`src/rtl/cla_pkg.sv`:
```
// Shared definitions for the carry-lookahead adder and the stream accumulator built on it.
package cla_pkg;

    localparam int unsigned BASEADDERSIZE = 4;

    typedef enum logic [1:0] {
        IDLE  = 2'd0,
        ACCUM = 2'd1,
        DONE  = 2'd2
    } acc_state_t;

    function automatic int unsigned cntw(input int unsigned maxterms);
        return $clog2(maxterms + 1);
    endfunction

endpackage

```
`src/rtl/nBitCarryLookAheadAdder.sv`:
```
// Combinational NUMBITS-wide adder: 4-bit lookahead slices with group carries chained
// slice to slice.
module nBitCarryLookAheadAdder
    import cla_pkg::*;
#(
    parameter int unsigned NUMBITS = 8
) (
    input  logic [NUMBITS-1:0] a_in,
    input  logic [NUMBITS-1:0] b_in,
    input  logic               c_in,
    output logic [NUMBITS-1:0] s_out,
    output logic               c_out
);

    localparam int unsigned NSLICES = NUMBITS / BASEADDERSIZE;

    logic [NSLICES:0] carry;

    assign carry[0] = c_in;

    for (genvar k = 0; k < NSLICES; k++) begin : g_slice
        logic [BASEADDERSIZE-1:0] g;
        logic [BASEADDERSIZE-1:0] p;
        logic [BASEADDERSIZE-1:0] c;

        assign g = a_in[k*BASEADDERSIZE +: BASEADDERSIZE] & b_in[k*BASEADDERSIZE +: BASEADDERSIZE];
        assign p = a_in[k*BASEADDERSIZE +: BASEADDERSIZE] ^ b_in[k*BASEADDERSIZE +: BASEADDERSIZE];

        // Every internal carry is a flat sum of products of the slice carry-in.
        assign c[0] = carry[k];
        assign c[1] = g[0] | (p[0] & c[0]);
        assign c[2] = g[1] | (p[1] & g[0]) | (p[1] & p[0] & c[0]);
        assign c[3] = g[2] | (p[2] & g[1]) | (p[2] & p[1] & g[0]) | (p[2] & p[1] & p[0] & c[0]);

        assign carry[k+1] = g[3] | (p[3] & g[2]) | (p[3] & p[2] & g[1])
                          | (p[3] & p[2] & p[1] & g[0]) | ((&p) & c[0]);

        assign s_out[k*BASEADDERSIZE +: BASEADDERSIZE] = p ^ c;
    end

    assign c_out = carry[NSLICES];

endmodule

```
`src/rtl/cla_stream_accumulator.sv`:
```
// Sums valid/ready operand groups through one carry-lookahead adder and presents the
// group total, beat count and sticky carry flag on a valid/ready result port.
module cla_stream_accumulator
    import cla_pkg::*;
#(
    parameter  int unsigned NUMBITS  = 8,
    parameter  int unsigned MAXTERMS = 16,
    localparam int unsigned CNTW     = cntw(MAXTERMS)
) (
    input  logic               clk,
    input  logic               rst_n,
    input  logic               in_valid,
    output logic               in_ready,
    input  logic [NUMBITS-1:0] in_data,
    input  logic               in_last,
    output logic               out_valid,
    input  logic               out_ready,
    output logic [NUMBITS-1:0] out_sum,
    output logic [CNTW-1:0]    out_count,
    output logic               out_ovf
);

    if ((NUMBITS % BASEADDERSIZE) != 0 || MAXTERMS < 1) begin : g_param_check
        $error("cla_stream_accumulator: NUMBITS must be a multiple of 4 and MAXTERMS >= 1");
    end

    acc_state_t         state_q, state_d;
    logic [NUMBITS-1:0] acc_q, acc_d;
    logic [CNTW-1:0]    count_q, count_d;
    logic               ovf_q, ovf_d;
    // Keeps in_ready low for the first cycle rst_n is high again.
    logic               run_q;

    logic [NUMBITS-1:0] sum;
    logic               carry_out;
    logic [CNTW-1:0]    count_inc;
    logic               at_max;
    logic               accept;

    nBitCarryLookAheadAdder #(
        .NUMBITS(NUMBITS)
    ) u_adder (
        .a_in  (acc_q),
        .b_in  (in_data),
        .c_in  (1'b0),
        .s_out (sum),
        .c_out (carry_out)
    );

    assign count_inc = count_q + CNTW'(1);
    assign at_max    = (count_inc == CNTW'(MAXTERMS));
    assign in_ready  = run_q && (state_q != DONE);
    assign accept    = in_valid && in_ready;

    always_comb begin
        state_d = state_q;
        acc_d   = acc_q;
        count_d = count_q;
        ovf_d   = ovf_q;
        unique case (state_q)
            IDLE, ACCUM: begin
                if (accept) begin
                    acc_d   = sum;
                    ovf_d   = ovf_q | carry_out;
                    count_d = count_inc;
                    state_d = (in_last || at_max) ? DONE : ACCUM;
                end
            end
            DONE: begin
                if (out_ready) begin
                    state_d = IDLE;
                    acc_d   = '0;
                    count_d = '0;
                    ovf_d   = 1'b0;
                end
            end
            default: begin
                state_d = IDLE;
                acc_d   = '0;
                count_d = '0;
                ovf_d   = 1'b0;
            end
        endcase
    end

    always_ff @(posedge clk) begin
        if (!rst_n) begin
            state_q <= IDLE;
            acc_q   <= '0;
            count_q <= '0;
            ovf_q   <= 1'b0;
            run_q   <= 1'b0;
        end else begin
            state_q <= state_d;
            acc_q   <= acc_d;
            count_q <= count_d;
            ovf_q   <= ovf_d;
            run_q   <= 1'b1;
        end
    end

    assign out_valid = (state_q == DONE);
    assign out_sum   = acc_q;
    assign out_count = count_q;
    assign out_ovf   = ovf_q;

endmodule

```
`config.mk`:
```
export PLATFORM = sky130hd
export DESIGN_NAME = cla_stream_accumulator
export DESIGN_NICKNAME = d
export VERILOG_FILES = /design/src/rtl/cla_pkg.sv /design/src/rtl/nBitCarryLookAheadAdder.sv /design/src/rtl/cla_stream_accumulator.sv
export SDC_FILE = /design/constraint.sdc
export NUM_CORES = 1
export LEC_CHECK = 0
export CAP_MARGIN = 20
export CORE_AREA = 8 8 55 57
export CTS_BUF_LIST = sky130_fd_sc_hd__clkbuf_8
export CTS_CLUSTER_SIZE = 12
export DETAILED_ROUTE_END_ITERATION = 7
export DIE_AREA = 0 0 63 65
export GPL_ROUTABILITY_DRIVEN = 0
export PLACE_DENSITY = 0.84
export SKIP_CTS_REPAIR_TIMING = 1
export SLEW_MARGIN = 25
export SYNTH_ARGS = -nofsm -noshare
export SYNTH_HDL_FRONTEND = slang
export SYNTH_SLANG_ARGS = --single-unit
```
`constraint.sdc`:
```
create_clock -name clk -period 2.4 [get_ports clk]
set_input_delay 0.48 -clock clk [delete_from_list [all_inputs] [get_ports clk]]
set_output_delay 0.48 -clock clk [all_outputs]
set_load 0.01 [all_outputs]
```
# Word level (Yosys, flattened, before mapping)

Index checks and enable logic that the tools add are counted.

Bits in registers: 17
Logic and storage cells: 80

Add/sub/neg operators: 1
Equality and inequality tests: 6
Mux-type cells: 14
Bitwise operators: 47
Reductions and logical operators: 7

Operators with widths:

| operator                                      | number |
|---|---|
| bitwise AND 1 bit                             | 24 |
| OR 1 bit                                      | 17 |
| 2-to-1 mux 8 bit                              | 2 |
| case mux 8 bit (2 select lines)               | 1 |
| XOR 4 bit                                     | 4 |
| 2-to-1 mux 5 bit                              | 2 |
| case mux 5 bit (2 select lines)               | 1 |
| bitwise AND 4 bit                             | 2 |
| 2-to-1 mux 2 bit                              | 3 |
| adder 5 x 1 -> 5 bit, second input constant   | 1 |
| == test 5 bit, second input constant          | 1 |
| != test 2 bit, second input constant          | 2 |
| case mux 2 bit (2 select lines)               | 1 |
| AND reduction 4 bit                           | 1 |
| 2-to-1 mux 1 bit                              | 3 |
| == test 2 x 1 -> 1 bit, second input constant | 1 |
| == test 2 bit, second input constant          | 1 |
| logical AND 1 bit                             | 2 |
| logical NOT 2 bit                             | 1 |
| != test 2 x 1 -> 1 bit, second input constant | 1 |
| case mux 1 bit (2 select lines)               | 1 |
| AND reduction 2 bit                           | 1 |
| OR reduction 2 bit                            | 1 |
| logical OR 1 bit                              | 1 |

# Depth between registers and ports, before layout

Depth after elaboration: 10
Gate-level depth with buffers: 8
Gate-level depth less buffers: 8

# Cells and area by module

A second synthesis with hierarchy kept.

Cell total of the unflattened synthesis: 129
Area total of the unflattened synthesis: 1136.1 µm²

By module, submodules not included:

| module                  | times used | cells each | area each (µm²) |
|---|---|---|---|
| cla_stream_accumulator  | 1          | 93         | 814.5 |
| nBitCarryLookAheadAdder | 1          | 36         | 321.6 |

# Worst setup path after synthesis

No wires, ideal clock.

Path kind: in2reg
Start point: input port in_data[3]
End point: register acc_q[4], in the netlist out_sum[4]
Setup time: 65 ps
Arrival time: 1936 ps
Data required time: 2335 ps
Setup slack: 399 ps
Stages on the path: 8
Cells stage by stage: ha_1 > a41o_1 > a21o_1 > inv_1 > fa_1 > nor3_1 > a21oi_1 > nor2_1

Longest elaborated chain between the ends: 8
Elaborated cells on any way between the ends: 13
Those cells by class: mux (2); bitwise (11)

Ends and longest elaborated chain:

| item                                          | RTL line                                                     | source |
|---|---|---|
| from (decl)                                   | cla_stream_accumulator.sv:14                                 | `input logic [NUMBITS-1:0] in_data,` |
| XOR 4 bit                                     | nBitCarryLookAheadAdder.sv:27                                | `assign p = a_in[k*BASEADDERSIZE +: BASEADDERSIZE] ^ b_in[k*BASEADDERSIZE +: BASEADDERSIZE];` |
| bitwise AND 1 bit, on equally long branches   | nBitCarryLookAheadAdder.sv:35, nBitCarryLookAheadAdder.sv:36 |  |
| OR 1 bit, or another cell as far along        | nBitCarryLookAheadAdder.sv:35                                | `assign carry[k+1] = g[3] \| (p[3] & g[2]) \| (p[3] & p[2] & g[1])` |
| OR 1 bit or bitwise AND 1 bit (tied branches) | nBitCarryLookAheadAdder.sv:35, nBitCarryLookAheadAdder.sv:36 |  |
| OR 1 bit (*)                                  | nBitCarryLookAheadAdder.sv:36                                | `\| (p[3] & p[2] & p[1] & g[0]) \| ((&p) & c[0]);` |
| XOR 4 bit (*)                                 | nBitCarryLookAheadAdder.sv:38                                | `assign s_out[k*BASEADDERSIZE +: BASEADDERSIZE] = p ^ c;` |
| 2-to-1 mux 8 bit (*)                          | cla_stream_accumulator.sv:62                                 | `if (accept) begin` |
| case mux 8 bit (2 select lines) (*)           | cla_stream_accumulator.sv:60                                 | `unique case (state_q)` |
| to (signal assigned)                          | cla_stream_accumulator.sv:89                                 | `acc_q <= '0;` |
| to (signal assigned)                          | cla_stream_accumulator.sv:95                                 | `acc_q <= acc_d;` |
| to (decl)                                     | cla_stream_accumulator.sv:28                                 | `logic [NUMBITS-1:0] acc_q, acc_d;` |

Mark *: on every way between the ends. The rest lies on a longest branch, timed or not. The select of a mux whose other input is x is not followed.
A chain may end at the register's enable or synchronous reset.

# Worst setup path after layout

Same ends and word-level chain as after synthesis.

==> summary.md <==
| Metric | Value |
|---|---|
| WP buf/inv | `2` |
| Final Skew | `0.00263 ns` |
| Final worst path period share | `0.947` |
| Slew @ Worst Pin | `0.508 ns` |
| DP HPWL | `1950 µm` |
| Post-synth EDFFs | `0` |
| # rows | `17` |
| Avg WL per Cell | `15.1 µm` |
| Synth-to-Final Area Change | `38.0%` |
| Share of cells above drive strength 1 | `0.0811` |
| Endpoints failing setup | `0` |
| Static leakage | `0.613 nW` |
| WP data arrival | `2.47 ns` |
| Ports | `29` |
| Iter 0 DRT Violations | `43` |
| Avg Cell Area, Syn | `8.93 µm²` |
| Post-DRT Antenna Nets | `0` |
| Worst Path Max Fanout | `2` |
| Number of port buffers | `28` |
| Total die area | `0.00410 mm²` |
| Ranking of synthesized cells by area | `dfxtp_1 (33%), ha_1 (11%), a21oi_1 (5.9%), nand2_1 (4.1%), fa_1 (3.9%)` |
| Hold Crit Class | `flop to flop` |
| Max Root-Sink Buffers | `2` |
| Yosys top cell area share | `0.334` |
| Starting Density | `0.474` |
| Commonest non-fill, non-tap cells in the layout | `clkdlybuf4s50_1 (28), dfxtp_1 (17), a21oi_1 (12)` |
| Antenna Cells | `0` |
| Status | `complete, no violations` |
| CTS tree | `yes` |
| Core ar. | `0.00215 mm²` |
| WP data required | `2.60 ns` |
| Crit-path max cell delay | `0.44 ns` |
| Crit path cell chain | `clkdlybuf4s50_1 -> ha_1 -> a41o_1 -> a21o_1 -> inv_1 -> fa_1 -> nor3_1 -> a21oi_1 -> nor2_1` |
| Post-DP Area | `0.00136 mm²` |
| Max_cap viols | `0` |
| Clock Sinks | `17` |
| Post-layout net count | `173` |
| Power density over the cells | `495 mW/mm²` |
| Yosys cell types | `40` |
| Clock Latency Late Sink | `0.25 ns` |
| Seq/Total Area, Yosys | `0.334` |
| FMAX | `0.440 GHz` |
| Vias in the first global route | `1032` |
| Post-synth top flop | `dfxtp_1` |
| Mapped cell area | `0.00102 mm²` |
| First-pass GRT wire length | `4480 µm` |
| All-Layer GR Usage | `0.130` |
| Asr flop ratio synth | `0` |
| Worst VDD drop | `0.268 mV` |
| Vias per Instance | `5.73` |
| Cell area after layout | `0.00141 mm²` |
| Gate Count Post-Synth | `114` |
| Die Wd | `63 µm` |
| RSZ-0062 raised after global routing | `no` |
| Critical Path End Type | `flop` |
| Slowest-stage cell, CP | `clkdlybuf4s50_1` |
| Hold Vio Cnt, Final | `0` |
| Final Max Tran Viols | `0` |
| Synth Net Count | `138` |
| Setup TNS | `0 ns` |
| Largest net degree at the start of global routing | `15` |
| Commonest non-fill, non-tap cell in the layout | `clkdlybuf4s50_1` |
| CTS H-tree depth | `1` |
| Die Ht | `65 µm` |
| Initial DRT Pass Iterations | `4` |
| Ys Warns | `0` |
| Max transition margin | `0.660` |
| CP Class | `input pin to flop` |
| Root Driver | `clkbuf_8` |
| DR vias | `1009` |
| CP delay by family, top | `adder cells` |
| Cts bufs inserted | `3` |
| Type of origin of the critical path | `input pin` |
| Shortest period the worst path allows | `2.27 ns` |
| Global route overflow | `0` |
| Initial antenna violation count | `0` |
| DRC viols | `0` |
| Post-synth top area cell | `dfxtp_1` |
| Clk pin slew, worst setup/hold paths | `0.07 ns` |
| Overall routed net length | `2650 µm` |
| Yosys reg bits | `17` |
-- final cells by class --
class | instances | area (µm²)
Inverter | 4 | 15.0
Fill cell | 170 | 743
Clock buffer | 3 | 41.3
Multi-Input combinational cell | 90 | 651
Timing Repair Buffer | 33 | 318
Sequential cell | 17 | 340
Clock inverter | 1 | 5.00
Tap cell | 28 | 35.0
-- worst register-to-register path, delay by kind of cell, from the launching register on --
family                   cells  cell delay, ns
AO/OA/AOI/OAI                3            0.49
adder cells (fa/ha/maj)      2            0.72
buffers and inverters        1            0.07
flip-flops                   1            0.33
AND/OR/NAND/NOR              2            0.26
-- kinds of logic after synthesis --
logic type      share of synthesized area
compound gates                      0.224
xor+xnor                           0.0344
fa+ha+maj                           0.150
buf+inv                            0.0270
flops                               0.334
simple gates                        0.231
-- sequential cells by signal, summed over array words and instances (netlist names) --
register,count
out_count,5
out_ovf,1
out_sum,8
run_q,1
state_q,2
-- cells in the mapped netlist (all sizes together), types with 2 or more instances --
cell and n:
a21o 4, a21oi 12, a22oi 3, and4 2, clkbuf 2, dfxtp 17
fa 2, ha 9, inv 4, nand2 11, nand3 4, nand3b 4
nor2 8, nor2b 3, nor4 2, o21ai 4, xnor2 2, xor2 2
-- power breakdown --
group          leakage [nW]  switching, mW  internal [mW]
logic                 0.449         0.0793         0.0906
registers             0.139         0.0143          0.297
clock network        0.0255         0.0992          0.115
-- worst paths after layout --
path | from | end | slack, ns | depth (start not counted)
worst max-delay path | in_data[3] | out_sum[4]$_SDFFE_PN0P_ | 0.13 | 9
worst min-delay path | out_sum[0]$_SDFFE_PN0P_ | out_sum[0]$_SDFFE_PN0P_ | 0.47 | 2
worst min register to register | out_sum[0]$_SDFFE_PN0P_ | out_sum[0]$_SDFFE_PN0P_ | 0.47 | 2
worst max register to register | out_sum[3]$_SDFFE_PN0P_ | out_sum[4]$_SDFFE_PN0P_ | 0.49 | 8
-- metal layers --
layer,vias to the layer above,global-route usage,routed length [µm]
li1,491,-,-
met4,0,0.0712,46
met2,47,0.232,1320
met5,-,0,0
met3,5,0.0258,210
met1,466,0.142,1070
-- per-stage QoR --
stage	hold WS [ns]	total power [mW]	util	setup WS [ns]	cells
after floorplan	0.466	0.404	-	0.399	114
final	0.471	0.695	0.654	0.128	176
after detailed placement	0.466	0.484	0.632	-0.121	172
after global routing	0.505	0.731	0.654	0.0719	176
after global placement	0.455	0.477	0.632	-0.0211	172
after CTS	0.475	0.695	0.654	0.138	176
Note: power is estimated with default switching activity, not from simulation.
